<file path="src/rtl/sram_responder_pkg.sv">
// Shared types for the SRAM responder: FSM state encoding and the LFSR step function.
package sram_responder_pkg;

  typedef enum logic [1:0] {
    ST_IDLE = 2'd0,
    ST_WAIT = 2'd1,
    ST_RESP = 2'd2
  } state_e;

  // Galois taps for x^8+x^6+x^5+x^4+1 in right-shift form
  localparam logic [7:0] LFSR_TAPS = 8'hB8;

  function automatic logic [7:0] lfsr_step(input logic [7:0] cur);
    return {1'b0, cur[7:1]} ^ (cur[0] ? LFSR_TAPS : 8'h00);
  endfunction

endpackage

</file>
<file path="src/rtl/sram_responder_if.sv">
// Request/response handshake plus the memory access port that stands in for the DPI-C memory calls.
interface sram_responder_if #(
  parameter int ADDR_W = 32,
  parameter int DATA_W = 32
);
  logic              req_valid;
  logic              req_ready;
  logic [ADDR_W-1:0] req_addr;
  logic              req_wen;
  logic [DATA_W-1:0] req_wdata;
  logic [3:0]        req_wmask;
  logic              resp_valid;
  logic              resp_ready;
  logic [DATA_W-1:0] resp_rdata;

  // One mem_en pulse per memory access, sampled on the WAIT->RESP edge
  logic              mem_en;
  logic              mem_wen;
  logic [ADDR_W-1:0] mem_addr;
  logic [DATA_W-1:0] mem_wdata;
  logic [7:0]        mem_wmask;
  logic [DATA_W-1:0] mem_rdata;

  modport master (
    output req_valid, req_addr, req_wen, req_wdata, req_wmask, resp_ready,
    input  req_ready, resp_valid, resp_rdata
  );

  modport slave (
    input  req_valid, req_addr, req_wen, req_wdata, req_wmask, resp_ready, mem_rdata,
    output req_ready, resp_valid, resp_rdata,
           mem_en, mem_wen, mem_addr, mem_wdata, mem_wmask
  );

  modport memory (
    input  mem_en, mem_wen, mem_addr, mem_wdata, mem_wmask,
    output mem_rdata
  );
endinterface

</file>
<file path="src/rtl/sram_responder_lfsr8.sv">
// 8-bit Galois LFSR, loaded from seed on reset and advancing every cycle afterwards.
module lfsr8
  import sram_responder_pkg::*;
(
  input  logic       clk,
  input  logic       rst,
  input  logic [7:0] seed,
  output logic [7:0] out
);

  logic [7:0] lfsr_q, lfsr_d;

  always_comb begin
    lfsr_d = lfsr_step(lfsr_q);
  end

  always_ff @(posedge clk or posedge rst) begin
    if (rst) lfsr_q <= seed;
    else     lfsr_q <= lfsr_d;
  end

  assign out = lfsr_q;

endmodule

</file>
<file path="src/rtl/sram_responder.sv">
// Memory-side responder: accept one request, wait a fixed or LFSR-random delay,
// perform exactly one memory access, then hold the response until it is taken.
module sram_responder
  import sram_responder_pkg::*;
#(
  parameter int         ADDR_W    = 32,
  parameter int         DATA_W    = 32,
  parameter int         FIXED_LAT = 0,
  parameter int         LAT_LOG2  = 3,
  parameter logic [7:0] LFSR_SEED = 8'hA5
) (
  input logic              clk,
  input logic              rst,
  sram_responder_if.slave  bus
);

  localparam int FIX_W = (FIXED_LAT > 1) ? $clog2(FIXED_LAT) : 1;
  localparam int CNT_W = (FIXED_LAT != 0) ? FIX_W : LAT_LOG2;

  state_e            state_q, state_d;
  logic [CNT_W-1:0]  cnt_q, cnt_d;
  logic [ADDR_W-1:0] addr_q, addr_d;
  logic              wen_q, wen_d;
  logic [DATA_W-1:0] wdata_q, wdata_d;
  logic [3:0]        wmask_q, wmask_d;
  logic              req_ready_q, req_ready_d;
  logic              resp_valid_q, resp_valid_d;
  logic [DATA_W-1:0] resp_rdata_q, resp_rdata_d;

  logic [7:0]        lfsr_out;
  logic              lfsr_unused;
  logic [CNT_W-1:0]  cnt_load;
  logic              mem_en;

  lfsr8 u_lfsr (
    .clk  (clk),
    .rst  (rst),
    .seed (LFSR_SEED),
    .out  (lfsr_out)
  );

  // Only the low LAT_LOG2 bits pick the delay; the rest of the state is kept for its period
  assign lfsr_unused = ^lfsr_out;

  if (FIXED_LAT != 0) begin : g_fixed
    assign cnt_load = CNT_W'(FIXED_LAT - 1);
  end else begin : g_random
    assign cnt_load = lfsr_out[CNT_W-1:0];
  end

  always_comb begin
    state_d      = state_q;
    cnt_d        = cnt_q;
    addr_d       = addr_q;
    wen_d        = wen_q;
    wdata_d      = wdata_q;
    wmask_d      = wmask_q;
    req_ready_d  = req_ready_q;
    resp_valid_d = resp_valid_q;
    resp_rdata_d = resp_rdata_q;
    mem_en       = 1'b0;

    case (state_q)
      ST_IDLE: begin
        req_ready_d  = 1'b1;
        resp_valid_d = 1'b0;
        if (bus.req_valid && req_ready_q) begin
          addr_d      = bus.req_addr;
          wen_d       = bus.req_wen;
          wdata_d     = bus.req_wdata;
          wmask_d     = bus.req_wmask;
          cnt_d       = cnt_load;
          req_ready_d = 1'b0;
          state_d     = ST_WAIT;
        end
      end
      ST_WAIT: begin
        if (cnt_q == '0) begin
          // An all-zero write strobe still responds but never touches memory
          mem_en       = !wen_q || (wmask_q != 4'b0000);
          resp_rdata_d = wen_q ? '0 : bus.mem_rdata;
          resp_valid_d = 1'b1;
          state_d      = ST_RESP;
        end else begin
          cnt_d = cnt_q - 1'b1;
        end
      end
      ST_RESP: begin
        if (resp_valid_q && bus.resp_ready) begin
          resp_valid_d = 1'b0;
          req_ready_d  = 1'b1;
          state_d      = ST_IDLE;
        end
      end
      default: begin
        state_d      = ST_IDLE;
        req_ready_d  = 1'b1;
        resp_valid_d = 1'b0;
      end
    endcase
  end

  always_ff @(posedge clk or posedge rst) begin
    if (rst) begin
      state_q      <= ST_IDLE;
      cnt_q        <= '0;
      addr_q       <= '0;
      wen_q        <= 1'b0;
      wdata_q      <= '0;
      wmask_q      <= '0;
      req_ready_q  <= 1'b1;
      resp_valid_q <= 1'b0;
      resp_rdata_q <= '0;
    end else begin
      state_q      <= state_d;
      cnt_q        <= cnt_d;
      addr_q       <= addr_d;
      wen_q        <= wen_d;
      wdata_q      <= wdata_d;
      wmask_q      <= wmask_d;
      req_ready_q  <= req_ready_d;
      resp_valid_q <= resp_valid_d;
      resp_rdata_q <= resp_rdata_d;
    end
  end

  assign bus.req_ready  = req_ready_q;
  assign bus.resp_valid = resp_valid_q;
  assign bus.resp_rdata = resp_rdata_q;
  assign bus.mem_en     = mem_en;
  assign bus.mem_wen    = wen_q;
  assign bus.mem_addr   = wen_q ? addr_q : {addr_q[ADDR_W-1:2], 2'b00};
  assign bus.mem_wdata  = wdata_q;
  assign bus.mem_wmask  = {4'b0000, wmask_q};

endmodule

</file>
<file path="src/flat_wrapper.sv">
// flat-port wrapper written by rule: the top's interface ports become plain ports
module sram_responder_flat import sram_responder_pkg::*;
#(
  parameter int         ADDR_W    = 32,
  parameter int         DATA_W    = 32,
  parameter int         FIXED_LAT = 0,
  parameter int         LAT_LOG2  = 3,
  parameter logic [7:0] LFSR_SEED = 8'hA5
)
  (clk, rst, bus_req_valid, bus_req_addr, bus_req_wen, bus_req_wdata, bus_req_wmask, bus_resp_ready, bus_mem_rdata, bus_req_ready, bus_resp_valid, bus_resp_rdata, bus_mem_en, bus_mem_wen, bus_mem_addr, bus_mem_wdata, bus_mem_wmask);
  sram_responder_if #(.ADDR_W(ADDR_W), .DATA_W(DATA_W)) bus_i ();
  input logic clk;
  input logic rst;
  input wire logic [$bits(bus_i.req_valid)-1:0] bus_req_valid;
  input wire logic [$bits(bus_i.req_addr)-1:0] bus_req_addr;
  input wire logic [$bits(bus_i.req_wen)-1:0] bus_req_wen;
  input wire logic [$bits(bus_i.req_wdata)-1:0] bus_req_wdata;
  input wire logic [$bits(bus_i.req_wmask)-1:0] bus_req_wmask;
  input wire logic [$bits(bus_i.resp_ready)-1:0] bus_resp_ready;
  input wire logic [$bits(bus_i.mem_rdata)-1:0] bus_mem_rdata;
  output wire logic [$bits(bus_i.req_ready)-1:0] bus_req_ready;
  output wire logic [$bits(bus_i.resp_valid)-1:0] bus_resp_valid;
  output wire logic [$bits(bus_i.resp_rdata)-1:0] bus_resp_rdata;
  output wire logic [$bits(bus_i.mem_en)-1:0] bus_mem_en;
  output wire logic [$bits(bus_i.mem_wen)-1:0] bus_mem_wen;
  output wire logic [$bits(bus_i.mem_addr)-1:0] bus_mem_addr;
  output wire logic [$bits(bus_i.mem_wdata)-1:0] bus_mem_wdata;
  output wire logic [$bits(bus_i.mem_wmask)-1:0] bus_mem_wmask;
  assign bus_i.req_valid = bus_req_valid;
  assign bus_i.req_addr = bus_req_addr;
  assign bus_i.req_wen = bus_req_wen;
  assign bus_i.req_wdata = bus_req_wdata;
  assign bus_i.req_wmask = bus_req_wmask;
  assign bus_i.resp_ready = bus_resp_ready;
  assign bus_i.mem_rdata = bus_mem_rdata;
  assign bus_req_ready = bus_i.req_ready;
  assign bus_resp_valid = bus_i.resp_valid;
  assign bus_resp_rdata = bus_i.resp_rdata;
  assign bus_mem_en = bus_i.mem_en;
  assign bus_mem_wen = bus_i.mem_wen;
  assign bus_mem_addr = bus_i.mem_addr;
  assign bus_mem_wdata = bus_i.mem_wdata;
  assign bus_mem_wmask = bus_i.mem_wmask;
  sram_responder #(.ADDR_W(ADDR_W), .DATA_W(DATA_W), .FIXED_LAT(FIXED_LAT), .LAT_LOG2(LAT_LOG2), .LFSR_SEED(LFSR_SEED)) u_core (.clk(clk), .rst(rst), .bus(bus_i));
endmodule
</file>
<file path="config.mk">
export PLATFORM = sky130hd
export DESIGN_NAME = sram_responder_flat
export DESIGN_NICKNAME = d
export VERILOG_FILES = /design/src/rtl/sram_responder_pkg.sv /design/src/rtl/sram_responder_if.sv /design/src/rtl/sram_responder_lfsr8.sv /design/src/rtl/sram_responder.sv /design/src/flat_wrapper.sv
export SDC_FILE = /design/constraint.sdc
export NUM_CORES = 1
export LEC_CHECK = 0
export CORE_AREA = 4 4 93 95
export CTS_CLUSTER_DIAMETER = 150
export DETAILED_ROUTE_END_ITERATION = 16
export DIE_AREA = 0 0 97 99
export DONT_BUFFER_PORTS = 1
export GPL_ROUTABILITY_DRIVEN = 0
export PLACE_DENSITY = 0.77
export SYNTH_ARGS = -nofsm -noshare
export SYNTH_HDL_FRONTEND = slang
export SYNTH_SLANG_ARGS = --single-unit
</file>
<file path="constraint.sdc">
create_clock -name clk -period 5.45 [get_ports clk]
set_input_delay 1.09 -clock clk [delete_from_list [all_inputs] [get_ports clk]]
set_output_delay 1.09 -clock clk [all_outputs]
set_load 0.02 [all_outputs]
</file>
==> qor.yml, run 1 <==
required_ps: 4360
hold_viol_final: 0
tightestPinTransition_ps: 1220
relSlewSlack: 0.187
synthSimpleGateAreaFrac: 0.252
power.share.sequential: 0.503
synth_top_family_by_area: "simple AND/OR/NAND/NOR gates"
outcome: "complete, no violations"
layout-drive-gt1-share: 0.0865
synthesis.instances: 519
die_w_um: 97
synth.distinct_cells: 28
fp-row-count: 32
cts_buffers: 17
clk_pin_slew_ps: 50
critPathCaptureType: "primary output"
synth_area_leader_cell: "dfrtp_1"
clkSinkCount: 116
yosysTopAreaCellShare: 0.573
dp.final_hpwl_mm: 6.93
cts_max_level: 4
synthMuxAreaShare: 0
cts_resized: 0
wl_met3_um: 899
grt_start_max_net_pins: 80
wl_met1_mm: 3.85
peakVddDrop_mv: 0.355
area_delta_synth_final_pct: 9.40
leakage_nw: 2.72
path_cells: "inv_1 > ha_1 > nand4bb_2 > buf_4 > a21oi_1"
vias: 3122
r2r_end: "u_core.addr_q[12]"
finalCritPeriodShare: 0.575
cts_root_buffer: "clkbuf_8"
cap_violations: 0
pwr-share-comb: 0.183
io_buffers: 0
synthesis.area_mm2: 0.00484
path_depth: 5
avgSynthCellArea_um2: 9.33
max_freq_mhz: 319
antenna_found_initial: 0
max_stage_delay_ps: 440
antenna_cells: 0
ys_seq_elements: 116
wirelength_mm: 10.1
cts_hold_buf: 0
endpoint: "bus_mem_en"
fin_ws_ps: 2320
firstDrtPassIters: 4
grtUsageTotal: 0.212
p_int_w: 0.00235
cts_tree: "built"
drcViolationCount: 0
setup_violations: 0
r2r_cells: 4
dp_slack_ps: 2510
synth.area.top_cells: "dfrtp_1 57%, nand2_1 19%, buf_4 7.0%"
power_switching_w: 0.00155
yosysSeqAreaShare: 0.601
hp-class: "flop to flop"
synth-compound-area-share: 0.0491
detail-route-antenna-nets: 0
clock_skew_ps: 9.14
synth_xor_area_frac: 0.00542
arrival_ps: 2040
core_mm2: 0.00773
critPathMaxFanout: 66
swShare: 0.397
wire_per_inst_um: 16.8
cp_top_family: "compound AO/OA/AOI/OAI gates"
dr.max_layer_used: "met4"
clk_latency_ps: 500
die_y_um: 99
io-pin-count: 213
cts_setup_buffers: 0
grt_remaining_overflow: 0
crit_buf_inv: 2
synth_adder_area_share: 0.00517
cts_buffer_depth: 2
ys_warn_count: 0
rsz0062_at_grt: "false"
drt_iter0_drc: 114
fill_cells: 628
nNetsFinal: 591
via_per_inst: 5.21
final.min_clock_period_ps: 3130
crit_slowest_cell: "a21oi_1"
wl_met2_mm: 5.23
crit_start: "u_core.cnt_q[0]"
initial_core_util: 0.627
timing.rr.start: "u_core.bus.req_ready"
critPathKind: "flop to primary output"
grt_pass1_vias: 3274
slew_viol_final: 0
die_area_mm2: 0.00960
cp-start-kind: "flop"
pwr_density_cell_mw_per_mm2: 735
regToRegSetupSlack_ps: 2840
grt_pass1_wl_mm: 16.3
timing.setup.tns_ps: 0
p_clk_frac: 0.314
[area by class of cell]
cell class / count / area (um2) / share of cell area
clock buffer: 19 / 432 / 0.0815
multi-input combinational: 342 / 1560 / 0.294
timing repair buffer: 3 / 22.5 / 0.00425
inverter: 4 / 17.5 / 0.00331
clock inverter: 13 / 230 / 0.0434
sequential: 116 / 2910 / 0.549
tap: 102 / 128 / 0.0241
[sequential cells by signal, indices dropped and copies added (netlist names)]
register / flops
u_core.cnt_q: 3
u_core.bus.resp_valid: 1
u_core.bus.req_ready: 1
u_core.bus.resp_rdata: 32
u_core.bus.mem_wdata: 32
u_core.state_q: 2
u_core.bus.mem_wen: 1
u_core.addr_q: 32
u_core.wmask_q: 4
u_core.u_lfsr.out: 8
[layout by cell type (no fill, tap or decap), types with 2 or more instances in the layout]
cell type / synthesis / layout
a21oi_1: 3 / 3
bufinv_16: 0 / 6
clkinv_2: 0 / 2
nand2_1: 243 / 243
dfstp_2: 5 / 5
clkbuf_8: 0 / 2
clkinvlp_4: 0 / 3
ha_1: 2 / 2
dfrtp_1: 111 / 111
o21ai_1: 7 / 7
o21ai_0: 28 / 28
buf_4: 45 / 3
o22ai_1: 2 / 2
nor2b_1: 2 / 2
clkbuf_16: 0 / 16
xor2_1: 3 / 3
inv_1: 4 / 3
clkinv_4: 0 / 2
conb_1: 1 / 4
and2_1: 2 / 2
nand2b_1: 33 / 33
[per-layer routing]
metal	vias up	global-route usage
li1	1511	-
met1	1463	0.244
met2	136	0.366
met3	12	0.0842
met4	0	0.0648
met5	-	0
[power groups by stage]
stage	combinational (W)	sequential, W	clock (W)
finish	0.000711	0.00196	0.00122
global route	0.000838	0.00201	0.00129
CTS	0.000724	0.00197	0.00124
detailed placement	0.000722	0.00198	0
global placement	0.000669	0.00197	0
floorplan	0.000934	0.00171	0
[how the worst min path moves through the flow]
stage | start | slack (ps) | endpoint | cells after the start
final | u_core.u_lfsr.out[3] | 350 | u_core.u_lfsr.out[2] | 0
after global routing | u_core.u_lfsr.out[3] | 360 | u_core.u_lfsr.out[2] | 0
after CTS | u_core.u_lfsr.out[3] | 350 | u_core.u_lfsr.out[2] | 0
after detailed placement | u_core.u_lfsr.out[3] | 340 | u_core.u_lfsr.out[2] | 0
after global placement | u_core.u_lfsr.out[3] | 330 | u_core.u_lfsr.out[2] | 0
after floorplan | u_core.u_lfsr.out[3] | 330 | u_core.u_lfsr.out[2] | 0
[Yosys cell counts, drive strengths merged]
master,instances
ha,2
o22a,1
nor3,1
nand2,243
nand2b,33
a221o,1
nor4bb,1
conb,1
dfrtp,111
nor2b,2
nand3b,1
buf,55
o21ai,35
dfstp,5
o311ai,1
nand4bb,3
a21oi,3
inv,4
xor2,3
nor4,1
and2,2
o21a,1
o22ai,2
and3b,1
clkbuf,5
nand3,1
[metrics by stage]
stage	power, W	cells	utilization	area, um2	hold slack, ps
6_report	0.00390	599	0.686	5300	346
5_1_grt	0.00414	599	0.686	5300	362
4_1_cts	0.00394	599	0.686	5300	349
3_5_place_dp	0.00270	567	0.600	4640	338
3_3_place_gp	0.00263	567	0.600	4640	335
2_1_floorplan	0.00264	522	-	4850	333
[kinds of logic after synthesis]
logic type,after synthesis
AO/OA/AOI/OAI,44
XOR/XNOR,3
adder cells (fa/ha/maj),2
buffers and inverters,64
flip-flops,116
other,1
AND/OR/NAND/NOR,289
Power figures use the tool's default switching activity.
==> inputs of run 2 (changes only) <==
==> constraint.sdc (replaced) <==
create_clock -name clk -period 3.1 [get_ports clk]
set_input_delay 0.62 -clock clk [delete_from_list [all_inputs] [get_ports clk]]
set_output_delay 0.62 -clock clk [all_outputs]
set_load 0.02 [all_outputs]
==> run 2 against run 1 <==
  * Register-to-register slack lost 1600 ps
  * Critical endpoint unchanged
  * Non-clock buffer count up 5
  * First-iteration DRC count up 42%
  * Critical path type unchanged
==> qor.yml, run 2 (synthesis results as in run 1) <==
outcome: "complete, no violations"
clkSinkCount: 116  # unchanged
core_mm2: 0.00773  # unchanged
setup_violations: 0  # unchanged
total_power_w: 0.00669  # +72%
grt_pass1_wl_mm: 16.1  # -1.4%
pwr_density_cell_mw_per_mm2: 1260  # +72%
dp.final_hpwl_mm: 7.18  # +3.6%
dp_cells: 572  # +0.88%
finalCritPeriodShare: 0.757
max_freq_mhz: 426
drcViolationCount: 0  # unchanged
cp_top_family: "compound AO/OA/AOI/OAI gates"
slew_viol_final: 0  # unchanged
io_buffers: 0  # unchanged
wire_per_inst_um: 16.5  # -1.9%
cts_buffers: 17  # unchanged
leakage_nw: 2.72  # +0.19%
final_cells: 604  # +0.83%
hold_viol_final: 0  # unchanged
die_area_mm2: 0.00960  # unchanged
power_switching_w: 0.00269  # +74%
antenna_found_initial: 0  # unchanged
critPathMaxFanout: 4  # -94%
grt_pass1_vias: 3125  # -4.6%
relSlewSlack: 0.497  # +0.310
initial_core_util: 0.627  # unchanged
die_w_um: 97  # unchanged
wirelength_mm: 9.98  # -1.1%
power.share.sequential: 0.508  # +0.005
clk_pin_slew_ps: 60  # about the same
grt_remaining_overflow: 0  # unchanged
final_cell_mix: "243 x nand2_1, 111 x dfrtp_1, 33 x nand2b_1"
crit_slowest_cell: "a21oi_1"
drt_iter0_drc: 162  # +42%
swShare: 0.402  # +0.00444
timing.setup.tns_ps: 0  # unchanged
nNetsFinal: 596  # +0.85%
antenna_cells: 0  # unchanged
rsz0062_at_grt: "false"
layout-drive-gt1-share: 0.0916  # +0.00511
path_cells: "inv_1 > ha_1 > nand4bb_2 > a21oi_1"
final_common_cell: "nand2_1"
fin_area_mm2: 0.00530  # about the same
cts_resized: 0  # unchanged
p_int_w: 0.00400  # +70%
fp-row-count: 32  # unchanged
path_depth: 4  # -1
max_stage_delay_ps: 420  # -20 ps
cts_setup_buffers: 0  # unchanged
cp-start-kind: "flop"
via_per_inst: 5.14  # -1.4%
cts_buffer_depth: 2  # unchanged
critPathKind: "flop to primary output"
vias: 3103  # -0.61%
io-pin-count: 213  # unchanged
tightestPinTransition_ps: 752  # -465 ps
firstDrtPassIters: 4  # unchanged
crit_buf_inv: 1  # -1
required_ps: 2480  # -1880 ps
area_delta_synth_final_pct: 9.35  # about the same
peakVddDrop_mv: 0.698  # +96%
die_y_um: 99  # unchanged
cts_tree: "built"
critPathCaptureType: "primary output"
dpl-instance-area_mm2: 0.00469  # +1.1%
cts_root_buffer: "clkbuf_8"
clock_skew_ps: 13.7  # +4.59 ps
cap_violations: 0  # unchanged
pwr-share-comb: 0.196  # +0.013
clk_latency_ps: 500  # about the same
grtUsageTotal: 0.211  # -0.000353
cts_max_level: 4  # unchanged
p_clk_frac: 0.296  # -0.018
r2r_cells: 3  # -1
final.min_clock_period_ps: 2350
hp-class: "input pin to asynchronous set/reset pin"
grt_start_max_net_pins: 66  # -18%
detail-route-antenna-nets: 0  # unchanged
cts_hold_buf: 0  # unchanged
arrival_ps: 1730  # -310 ps
-- run 2: cell type report --
type / count / area [um2]
Sequential cell: 116 / 2910
Fill cell: 595 / 2430
Multi-Input combinational cell: 342 / 1560
Clock buffer: 22 / 453
Clock inverter: 10 / 155
Tap cell: 102 / 128
Timing Repair Buffer: 8 / 72.6
Inverter: 4 / 18.8
-- run 2: power groups by stage --
stage                     logic (W)  registers, W  clock network (W)
after floorplan             0.00164       0.00300                  0
after global placement      0.00124       0.00342                  0
after detailed placement    0.00133       0.00343                  0
after CTS                   0.00133       0.00342            0.00201
after global routing        0.00154       0.00348            0.00211
final                       0.00131       0.00340            0.00198
-- run 2: per-stage QoR --
step	hold WS [ps]	utilization	setup WS [ps]
after floorplan	333	-	1060
after global placement	338	0.607	1280
after detailed placement	337	0.607	1260
after CTS	125	0.685	731
after global routing	143	0.685	612
final	120	0.685	752
-- run 2: per-layer routing --
layer  GRT usage  share of wire  up-vias
met3      0.0920          0.080        8
met4      0.0702         0.0098        0
met5           0              0        -
li1            -              -     1516
met2       0.343           0.52      128
met1       0.255           0.39     1451
-- run 2: final timing paths --
kind / from / end / slack (ps)
min: rst / u_core.addr_q[16] / 120
min reg2reg: u_core.u_lfsr.out[3] / u_core.u_lfsr.out[2] / 350
max in group asynchronous: rst / u_core.u_lfsr.out[0] / 2210
max reg2reg: u_core.bus.req_ready / u_core.cnt_q[1] / 1280
min in group clk: bus_req_addr[25] / u_core.addr_q[25] / 230
max: u_core.cnt_q[0] / bus_mem_en / 750
